**src/rtl/mem_arb_pkg.sv**
```systemverilog
// Shared types for the dual-core memory arbiter: RAM status codes, arbiter
// state, and the {cls, core} requester index.
package mem_arb_pkg;

  typedef enum logic [1:0] {
    RAM_FREE   = 2'd0,
    RAM_BUSY   = 2'd1,
    RAM_ACCESS = 2'd2,
    RAM_ERROR  = 2'd3
  } ramstate_t;

  typedef enum logic {
    IDLE  = 1'b0,
    GRANT = 1'b1
  } arb_state_t;

  // cls = 1 selects the dcache of a core, cls = 0 its icache.
  typedef struct packed {
    logic cls;
    logic core;
  } req_idx_t;

  localparam int BURST_MAX_DEF = 4;

endpackage

```
**src/rtl/arb_pick.sv**
```systemverilog
// Rotating-priority picker over the four requesters.
// Order from the round-robin pointer: d[rr], d[~rr], i[rr], i[~rr].
module arb_pick
  import mem_arb_pkg::*;
(
  input  logic [3:0] i_req,
  input  logic       i_rr,
  output req_idx_t   o_win,
  output logic       o_vld
);

  always_comb begin
    o_win = '0;
    o_vld = 1'b0;
    if (i_req[{1'b1, i_rr}]) begin
      o_win = '{cls: 1'b1, core: i_rr};
      o_vld = 1'b1;
    end else if (i_req[{1'b1, ~i_rr}]) begin
      o_win = '{cls: 1'b1, core: ~i_rr};
      o_vld = 1'b1;
    end else if (i_req[{1'b0, i_rr}]) begin
      o_win = '{cls: 1'b0, core: i_rr};
      o_vld = 1'b1;
    end else if (i_req[{1'b0, ~i_rr}]) begin
      o_win = '{cls: 1'b0, core: ~i_rr};
      o_vld = 1'b1;
    end
  end

endmodule

```
**src/rtl/mem_arbiter.sv**
```systemverilog
// Single-ported RAM arbiter for two cores' icache/dcache pairs. Holds the
// grant across multi-word dcache sequences so WB/fill pairs never interleave.
module mem_arbiter
  import mem_arb_pkg::*;
#(
  parameter int CPUS      = 2,
  parameter int BURST_MAX = BURST_MAX_DEF
) (
  input  logic                  CLK,
  input  logic                  RST,
  input  logic [CPUS-1:0]       iREN,
  input  logic [CPUS-1:0][31:0] iaddr,
  output logic [CPUS-1:0]       iwait,
  output logic [CPUS-1:0][31:0] iload,
  input  logic [CPUS-1:0]       dREN,
  input  logic [CPUS-1:0]       dWEN,
  input  logic [CPUS-1:0][31:0] daddr,
  input  logic [CPUS-1:0][31:0] dstore,
  output logic [CPUS-1:0]       dwait,
  output logic [CPUS-1:0][31:0] dload,
  output logic                  ramREN,
  output logic                  ramWEN,
  output logic [31:0]           ramaddr,
  output logic [31:0]           ramstore,
  input  logic [31:0]           ramload,
  input  logic [1:0]            ramstate,
  output logic                  err
);

  arb_state_t r_state;
  req_idx_t   r_gnt;
  logic [2:0] r_cnt;
  logic       r_rr;
  logic       r_err;

  logic [CPUS-1:0] w_dreq;
  logic [3:0]      w_req;
  req_idx_t        w_pick;
  logic            w_pick_vld;
  logic            w_granted;
  logic            w_greq;
  logic            w_ram_done;
  logic            w_done;
  logic [2:0]      w_limit;
  logic [2:0]      w_cnt_nxt;
  logic            w_release;
  ramstate_t       w_rs;

  assign w_rs   = ramstate_t'(ramstate);
  assign w_dreq = dREN | dWEN;
  assign w_req  = {w_dreq[1:0], iREN[1:0]};

  arb_pick u_pick (
    .i_req (w_req),
    .i_rr  (r_rr),
    .o_win (w_pick),
    .o_vld (w_pick_vld)
  );

  assign w_granted  = (r_state == GRANT);
  assign w_greq     = r_gnt.cls ? w_dreq[r_gnt.core] : iREN[r_gnt.core];
  assign w_ram_done = (w_rs == RAM_ACCESS) || (w_rs == RAM_ERROR);
  // A reset cycle never reports a completion, even if the RAM answers.
  assign w_done     = w_granted && w_greq && w_ram_done && !RST;

  // icache grants are single-word; dcache grants may run to BURST_MAX.
  assign w_limit   = r_gnt.cls ? 3'(BURST_MAX) : 3'd1;
  assign w_cnt_nxt = (r_cnt >= 3'(BURST_MAX)) ? r_cnt : r_cnt + 3'd1;
  assign w_release = w_granted && (!w_greq || (w_done && (w_cnt_nxt >= w_limit)));

  always_ff @(posedge CLK) begin
    if (RST) begin
      r_state <= IDLE;
      r_gnt   <= '0;
      r_cnt   <= 3'd0;
      r_rr    <= 1'b0;
      r_err   <= 1'b0;
    end else begin
      case (r_state)
        IDLE: begin
          if (w_pick_vld) begin
            r_gnt   <= w_pick;
            r_cnt   <= 3'd0;
            r_state <= GRANT;
          end
        end
        GRANT: begin
          if (w_done) begin
            r_cnt <= w_cnt_nxt;
            if (w_rs == RAM_ERROR) r_err <= 1'b1;
          end
          if (w_release) begin
            r_state <= IDLE;
            r_rr    <= ~r_gnt.core;
          end
        end
        default: r_state <= IDLE;
      endcase
    end
  end

  // RAM mux follows the live inputs of the granted port.
  always_comb begin
    ramREN   = 1'b0;
    ramWEN   = 1'b0;
    ramaddr  = '0;
    ramstore = '0;
    iwait    = '1;
    dwait    = '1;
    if (w_granted) begin
      if (r_gnt.cls) begin
        ramWEN   = dWEN[r_gnt.core];
        ramREN   = dREN[r_gnt.core] & ~dWEN[r_gnt.core];
        ramaddr  = daddr[r_gnt.core];
        ramstore = dstore[r_gnt.core];
        if (w_done) dwait[r_gnt.core] = 1'b0;
      end else begin
        ramREN  = iREN[r_gnt.core];
        ramaddr = iaddr[r_gnt.core];
        if (w_done) iwait[r_gnt.core] = 1'b0;
      end
    end
  end

  assign iload = {CPUS{ramload}};
  assign dload = {CPUS{ramload}};
  assign err   = r_err;

endmodule

```
**config.mk**
```make
export PLATFORM = sky130hd
export DESIGN_NAME = mem_arbiter
export DESIGN_NICKNAME = d
export VERILOG_FILES = /design/src/rtl/mem_arb_pkg.sv /design/src/rtl/arb_pick.sv /design/src/rtl/mem_arbiter.sv
export SDC_FILE = /design/constraint.sdc
export NUM_CORES = 1
export LEC_CHECK = 0
export CELL_PAD_IN_SITES_DETAIL_PLACEMENT = 1
export CELL_PAD_IN_SITES_GLOBAL_PLACEMENT = 1
export CORE_MARGIN = 10
export CORE_UTILIZATION = 13
export DETAILED_ROUTE_END_ITERATION = 8
export PLACE_DENSITY_LB_ADDON = 0.1
export SYNTH_ARGS = -nofsm -noshare
export SYNTH_HDL_FRONTEND = slang
export SYNTH_SLANG_ARGS = --single-unit
```
**constraint.sdc**
```tcl
create_clock -name CLK -period 2.39 [get_ports CLK]
set_clock_uncertainty 0.05 [all_clocks]
set_input_delay 0.478 -clock CLK [delete_from_list [all_inputs] [get_ports CLK]]
set_output_delay 0.478 -clock CLK [all_outputs]
set_load 0.01 [all_outputs]
```
==> results_dict.tcl, run 1 <==
set metrics [dict create \
    status "finished, final reports clean" \
    synth_edf_count 0 \
    cts_tree "done" \
    r2r_slack_ns 0.16 \
    synth_top_family_by_area "multiplexers" \
    synth_area_leader_cell "buf_4" \
    grt-ovfl-total 0 \
    ys_top_cells_by_area "buf_4 (33%), mux4_2 (25%), mux2i_1 (11%)" \
    syn_area_per_cell_um2 8.70 \
    fin_nets 751 \
    worst-endpoint-arrival_ns 1.81 \
    synthArstFlopShare_pct 0 \
    fmaxAchievable_mhz 427 \
    drc 0 \
    power.share.combinational_pct 69.3 \
    ant_nets 0 \
    vdd_drop_max_uv 161 \
    p_sw_w 0.000423 \
    numCtsBuffers 3 \
    netlist_instances 345 \
    path_common_cell "buf_2" \
    cts_max_level 1 \
    dieArea_um2 29600 \
    drt-wirelength-per-cell_um 22.1 \
    drv_slew 0 \
    synth_nets 583 \
    grt_pass1_wl_mm 24.6 \
    yosysSeqAreaShare_pct 5.34 \
    power.density_nw_per_um2 263 \
    drive_above_1_share_pct 19.5 \
    cts-root-buf "clkbuf_16" \
    synth_common_cells "buf_4 (131), nor2_1 (43), mux2i_1 (34), and2_1 (33), mux4_2 (33)" \
    worstSetupPathType "in2out" \
    synth-compound-area-share_pct 3.08 \
    synth.ff_latch_count 8 \
    insertion_delay_ns 0.23 \
    cp-start-kind "primary input" \
    grt_antenna_before_repair 4 \
    hpwl_mm 15.2 \
    track_usage_pct 11.2 \
    setup_tns_ns 0 \
    yosysMostFrequentCell "buf_4" \
    grt_pass1_vias 3605 \
    cp_max_fo 4 \
    maxSlewHeadroom_pct 75.1 \
    die_w_um 172 \
    firstDrtPassIters 4 \
    seqPwrFrac_pct 10.4 \
    p_sw_share_pct 29.4 \
    crit_required_ns 1.86 \
    muxShareOfSynthArea_pct 37.6 \
    core_area_um2 22700 \
    place_congestion 0.720 \
    yosys.area_share.simple_pct 16.4 \
    finalHoldViolCount 0 \
    drt-total-wl_mm 17.7 \
    num_rows 55 \
    grt_start_max_net_pins 38 \
    finalSetupViolCount 0 \
    area_delta_synth_final_pct 82.1 \
    clockBufferDepth 2 \
    synth.distinct_cells 35 \
    viasPerCell 3.85 \
    period_share_pct 98.0 \
    syn_area_um2 3000 \
    hold_class "reg2reg" \
    io_buffers 272 \
    worst_pin_slew_ns 0.373 \
    cp_cell_sequence "buf_2 > or2_1 > mux4_2 > and2_4 > or3b_1 > buf_2" \
    period_minus_slack_ns 2.34 \
    vias 3081 \
    clk_pin_slew_ns 0.04 \
    yosysWarnings 0 \
    synth_xor_area_share_pct 0.292 \
    initial_core_util_pct 13.2 \
    fin_area_um2 5470 \
    synthAdderAreaFrac_pct 1.67 \
    maxCapViolCount 0 \
    rsz0062_at_grt "yes" \
    cp-end-kind "output port" \
    fp.dieH_um 172 \
    numClockSinks 8 \
    synthFlopType "dfxtp_1" \
    io_pins 433 \
    drt_iter0_drc 45 \
    critPathMaxStageDelay_ns 0.50 \
    power.internal_w 0.00102 \
    clockPowerShare_pct 20.3 \
    place_area_um2 5260 \
    cellLeakagePower_nw 2.25 \
    cpMaxStageDelayCell "mux4_2" \
    synth_top_area_share_pct 32.8 \
]
-- layout by cell type, fill, tap and decap left out, types with 4 or more instances in the layout --
master,netlist,routed
clkdlybuf4s50_1,0,194
dlygate4sd2_1,0,57
nor2_1,43,43
mux2i_1,34,34
mux4_2,33,33
and2_1,33,32
buf_4,131,25
buf_2,8,10
buf_12,0,9
dfxtp_1,8,6
dlymetal6s2s_1,0,5
diode_2,0,4
nand2_1,5,4
a21oi_1,4,4
ha_1,4,4
clkdlybuf4s15_1,0,4
-- cell type report --
| cell class | instances | area [um^2] |
|---|---|---|
| diodes | 4 | 10.0 |
| flip-flops and latches | 8 | 165 |
| repair buffers | 311 | 3060 |
| multi-input cells | 186 | 1790 |
| inverters | 3 | 11.3 |
| well taps | 285 | 357 |
| clock buffers | 4 | 78.8 |
| fillers | 2630 | 17200 |
-- repair_timing --
action                                  CTS  global route
pin swaps                                 4             1
buffers inserted                         14             2
resized for setup                       119            13
endpoints found under the setup margin   70            23
hold buffers                              0             0
gates cloned                              1             0
-- flip-flops by register name, summed over array words and instances (netlist names) --
name,flops
r_rr,1
err,1
r_gnt,2
r_cnt,3
r_state,1
-- worst max-delay path: cells and delay by family --
family | cells | cell delay (ns)
and+or+nand+nor | 3 | 0.58
muxes | 1 | 0.50
buffers and inverters | 2 | 0.24
-- per-layer routing --
layer | routed length (um) | GRT usage [%] | part of all wire, % | vias to the layer above
met1 | 5020 | 8.79 | 28 | 1417
met4 | 631 | 4.76 | 3.6 | 2
li1 | - | - | - | 1401
met5 | 15 | 0 | 0.085 | -
met2 | 9120 | 21.5 | 52 | 211
met3 | 2900 | 6.89 | 16 | 50
-- power groups by stage --
stage | clock [W] | sequential [W] | combinational (W)
6_report | 0.000292 | 0.000150 | 0.000996
5_1_grt | 0.000310 | 0.000151 | 0.00108
4_1_cts | 0.000300 | 0.000152 | 0.00101
3_5_place_dp | 0 | 0.000156 | 0.00101
3_3_place_gp | 0 | 0.000155 | 0.00100
2_1_floorplan | 0 | 0.000149 | 0.000597
-- final timing paths --
kind,startpoint,to,cells after the start
max,dWEN[1],dwait[0],6
min,err,err,2
max reg2reg,r_cnt[0],r_rr,7
min reg2reg,err,err,2
-- per-stage QoR --
step | std cells | hold slack (ns) | utilization, % | setup slack, ns | power [W]
floorplan | 345 | 0.455 | - | 0.0853 | 0.000746
detailed placement | 776 | 0.432 | 23.1 | -0.749 | 0.00117
global route | 799 | 0.507 | 24.0 | -0.00914 | 0.00154
finish | 801 | 0.431 | 24.1 | 0.0488 | 0.00144
global placement | 776 | 0.418 | 23.1 | -0.767 | 0.00116
CTS | 795 | 0.441 | 23.8 | -0.119 | 0.00146
-- kinds of logic after synthesis --
family / Yosys count
buffers and inverters: 151
and+or+nand+nor: 97
AOI/OAI and AO/OA: 13
muxes: 71
xor gates and xnor gates: 1
DFF: 8
adders and majority gates: 4
No activity file was read; power rests on OpenSTA's default activity.
==> inputs of run 2 (changes only) <==
- CORE_AREA: not set -> 3 3 166 168
- CORE_MARGIN: 10 -> not set
- CORE_UTILIZATION: 13 -> not set
- DIE_AREA: not set -> 0 0 169 171
==> results_dict.tcl, run 2 (same netlist as run 1, synthesis figures left out) <==
set metrics [dict create \
    cellLeakagePower_nw 2.36 \
    status "finished, final reports clean" \
    met2_usage_pct 21.1 \
    grt_use_met1_pct 10.0 \
    grt_start_max_net_pins 38 \
    io_pins 433 \
    vias 3056 \
    place_congestion 0.750 \
    grt-ovfl-total 0 \
    r2r_slack_ns 0.12 \
    largest_register "r_cnt" \
    grt_pass1_vias 3459 \
    r2r_cells 8 \
    multi_input_area_um2 1800 \
    drv_slew 0 \
    drt-total-wl_mm 16.1 \
    cpMaxStageDelayCell "mux4_2" \
    rsz0062_at_grt "yes" \
    hold_class "reg2reg" \
    clockBufferDepth 2 \
    drc 0 \
    grt_antenna_before_repair 1 \
    largest_reg_flops 3 \
    grt_util_met3_pct 3.88 \
    numClockSinks 8 \
    worst_pin_slew_ns 0.369 \
    period_minus_slack_ns 2.37 \
    dieArea_um2 28900 \
    clk_pin_slew_ns 0.04 \
    fillers 3039 \
    place_area_um2 5330 \
    finalHoldViolCount 0 \
    layoutNonFillerInstCount 848 \
    drt_iter0_drc 55 \
    maxCapViolCount 0 \
    cp_max_fo 4 \
    cp-end-kind "output port" \
    crit_required_ns 1.86 \
    core_area_um2 26100 \
    critPathMaxStageDelay_ns 0.53 \
    num_rows 59 \
    viasPerCell 3.60 \
    cp.depth 6 \
    finalSetupViolCount 0 \
    final_common_cell "clkdlybuf4s50_1" \
    cp_num_buf_inv 2 \
    initial_core_util_pct 11.5 \
    cp-start-kind "primary input" \
    area_delta_synth_final_pct 85.9 \
    fin_nets 752 \
    cp_cell_sequence "buf_6 > or2_4 > mux4_2 > and2_4 > or3b_1 > buf_2" \
    seq_area_um2 165 \
    io_buffers 272 \
    hpwl_mm 13.4 \
    worstSetupPathType "in2out" \
    vdd_drop_max_uv 158 \
    fmaxAchievable_mhz 422 \
    path_delay_family "simple AND/OR/NAND/NOR gates" \
    maxSlewHeadroom_pct 75.4 \
    fp.dieH_um 171 \
    worst-endpoint-arrival_ns 1.84 \
    grt_pass1_wl_mm 22.9 \
    postCtsHoldBufs 0 \
    fin_area_um2 5580 \
    period_share_pct 99.2 \
    cts_max_level 1 \
    placed_cells 828 \
    power.density_nw_per_um2 264 \
    drive_above_1_share_pct 23.6 \
    min_path_cells 2 \
    grt-busiest-layer "met2" \
    track_usage_pct 10.5 \
    firstDrtPassIters 4 \
    numCtsBuffers 3 \
    drt-wirelength-per-cell_um 19.0 \
    cts-root-buf "clkbuf_16" \
    cts_tree "done" \
    die_w_um 169 \
    top_regs "r_cnt (3), r_gnt (2)" \
    final_cell_mix "clkdlybuf4s50_1 (196), nor2_1 (43), mux4_2 (33), mux2i_1 (32), and2_1 (29)" \
    ant_nets 0 \
    antenna_cells 0 \
    insertion_delay_ns 0.24 \
]
==> run 2: cell types whose count changed in the layout (fill, tap and decap cells not counted), moves of 3 or more <==
cell             delta
dlygate4sd2_1      -30
dlymetal6s2s_1     +10
buf_6               +9
clkdlybuf4s15_1     +5
buf_12              -4
buf_2               +4
clkbuf_2            +4
diode_2             -4
and2_1              -3
and2_4              +3
==> run 2: per-stage QoR <==
| stage | hold WS [ns] | setup WS [ns] | total power [W] | TNS, ns | utilization, % |
|---|---|---|---|---|---|
| 6_report | 0.425 | 0.0193 | 0.00147 | 0 | 21.4 |
| 2_1_floorplan | 0.455 | 0.0853 | 0.000746 | 0 | - |
| 4_1_cts | 0.439 | -0.0253 | 0.00152 | -0.0514 | 21.5 |
| 3_3_place_gp | 0.406 | -0.890 | 0.00118 | -9.24 | 20.5 |
| 3_5_place_dp | 0.429 | -0.891 | 0.00119 | -9.49 | 20.5 |
| 5_1_grt | 0.498 | -0.0228 | 0.00157 | -0.0234 | 21.4 |
==> run 2: metal layers <==
layer  wire [um]  up-vias
met2        8630      215
met1        5200     1412
met4         346        2
met3        1910       25
li1            -     1402
met5          13        -
==> run 2: final cells by class <==
type	instances	area share, %
timing repair buffer	312	55.5
multi-input combinational	186	32.3
tap	335	7.51
sequential	8	2.96
clock buffer	4	1.41
inverter	3	0.269
==> run 2: report_power, final <==
group          internal (W)  switching [W]
registers          0.000142     0.00000927
clock network      0.000223      0.0000715
logic              0.000666       0.000359
total               0.00103       0.000439
==> run 2: worst register-to-register path: cells and delay by family (launching register included) <==
kind	cells	cell delay, ns
fa+ha+maj	1	0.31
compound gates	2	0.24
mux	1	0.32
flops	1	0.35
buf+inv	3	0.41
simple gates	1	0.48
==> run 2: repair_timing <==
item,4_1_cts,5_1_grt
gates resized for setup,144,37
endpoints found under the setup margin,72,37
pin swaps,4,1
setup buffers,15,0
gates cloned,3,0
==> run 2: final timing paths <==
path,from,endpoint
setup / recovery,dWEN[1],dwait[0]
hold / removal,err,err
setup reg to reg,r_gnt[1],r_rr
hold reg to reg,err,err
==> inputs of run 3 (changes only) <==
- MAX_ROUTING_LAYER: not set -> met4
==> results_dict.tcl, run 3 (same netlist as run 1, synthesis figures left out) <==
set metrics [dict create \
    status "finished, final reports clean" \
    final_common_cell "clkdlybuf4s50_1" \
    fp.dieH_um 171 \
    power.internal_w 0.00103 \
    io_buffers 272 \
    finalHoldViolCount 0 \
    grt_start_max_net_pins 38 \
    place_congestion 0.760 \
    multi_input_area_um2 1800 \
    die_w_um 169 \
    vdd_drop_max_uv 158 \
    worst_pin_slew_ns 0.376 \
    vias 3063 \
    grt_pass1_wl_mm 22.9 \
    cts-root-buf "clkbuf_16" \
    seq_area_um2 165 \
    worstSetupPathType "in2out" \
    core_area_um2 26100 \
    cts_max_level 1 \
    drv_slew 0 \
    grt_pass1_vias 3465 \
    power.density_nw_per_um2 263 \
    hold_start "err" \
    postCtsHoldBufs 0 \
    cts_tree "done" \
    io_pins 433 \
    hold_class "reg2reg" \
    numClockSinks 8 \
    setup_tns_ns 0 \
    p_sw_share_pct 29.9 \
    drive_above_1_share_pct 23.6 \
    insertion_delay_ns 0.23 \
    cp-start-kind "primary input" \
    numCtsBuffers 3 \
    startpoint "dWEN[1]" \
    clockPowerShare_pct 19.9 \
    ant_nets 0 \
    p_sw_w 0.000439 \
    power.share.combinational_pct 69.8 \
    fmaxAchievable_mhz 422 \
    maxCapViolCount 0 \
    largest_reg_flops 3 \
    seqPwrFrac_pct 10.3 \
    cp_max_fo 4 \
    finalSetupViolCount 0 \
    cellLeakagePower_nw 2.36 \
    largest_register "r_cnt" \
    top_regs "r_cnt (3), r_gnt (2)" \
    fillers 3040 \
    clockBufferDepth 2 \
    rsz0062_at_grt "yes" \
    track_usage_pct 10.8 \
    drt-total-wl_mm 16.1 \
    cp-end-kind "output port" \
    clk_pin_slew_ns 0.04 \
    dieArea_um2 28900 \
    worst-endpoint-arrival_ns 1.84 \
    grt_antenna_before_repair 1 \
    totalPowerFinal_w 0.00147 \
    fin_nets 752 \
    drc 0 \
    hpwl_mm 13.4 \
    drt-wirelength-per-cell_um 19.0 \
    firstDrtPassIters 4 \
    crit_required_ns 1.86 \
    num_rows 59 \
    maxSlewHeadroom_pct 74.9 \
    grt-ovfl-total 0 \
    initial_core_util_pct 11.5 \
    area_delta_synth_final_pct 86.0 \
    r2r-start "r_gnt[1]" \
    period_share_pct 99.1 \
    viasPerCell 3.61 \
    period_minus_slack_ns 2.37 \
    final_cell_mix "clkdlybuf4s50_1 (196), nor2_1 (43), mux4_2 (33), mux2i_1 (32), and2_1 (29)" \
    drt_iter0_drc 59 \
]
==> run 3: cell count changes in the layout (fill, tap and decap cells not counted) <==
cell	delta
diode_2	+1
==> run 3: area by class of cell <==
class	instances	area share [%]
tap	335	7.51
antenna	1	0.0448
clock buffer	4	1.41
sequential	8	2.96
timing repair buffer	312	55.5
inverter	3	0.269
multi-input combinational	186	32.3
==> run 3: power groups by stage <==
stage	Sequential (W)	Clock, W	Combinational [W]
floorplan	0.000149	0	0.000597
global placement	0.000155	0	0.00102
detailed placement	0.000156	0	0.00103
CTS	0.000152	0.000297	0.00107
global route	0.000153	0.000306	0.00111
finish	0.000151	0.000292	0.00103
==> run 3: worst paths after layout <==
| kind | end | slack, ns | depth (start not counted) |
|---|---|---|---|
| worst min register to register | err | 0.42 | 2 |
| worst max-delay path | dwait[0] | 0.02 | 6 |
| worst min-delay path | err | 0.42 | 2 |
| worst max register to register | r_rr | 0.11 | 8 |
==> run 3: metrics by stage <==
stage	instances	setup slack, ns	area [um^2]	utilization [%]	hold slack (ns)
6_report	849	0.0208	5580	21.4	0.425
5_1_grt	849	-0.0228	5580	21.4	0.498
4_1_cts	849	-0.0253	5600	21.5	0.439
3_5_place_dp	828	-0.891	5330	20.5	0.429
3_3_place_gp	828	-0.890	5330	20.5	0.406
2_1_floorplan	345	0.0853	3000	-	0.455
==> run 3: what timing repair did <==
action	CTS	global route
pin swaps	4	1
gates resized for setup	144	37
setup endpoints to repair	72	37
gates cloned	3	0
setup buffers	15	0
==> run 3: worst max-delay path, cell delays in order <==
cell,delay (ns)
buf_6,0.09
or2_4,0.26
mux4_2,0.53
and2_4,0.19
or3b_1,0.17
buf_2,0.13
==> run 3: metal layers <==
layer / track usage (%) / share of wire (%) / up-vias / routed length, um
met5: - / 0 / - / 0
met4: 2.36 / 2.1 / 0 / 334
met3: 3.51 / 11 / 22 / 1800
met2: 21.1 / 53 / 214 / 8620
met1: 10.2 / 33 / 1425 / 5380
li1: - / - / 1402 / -
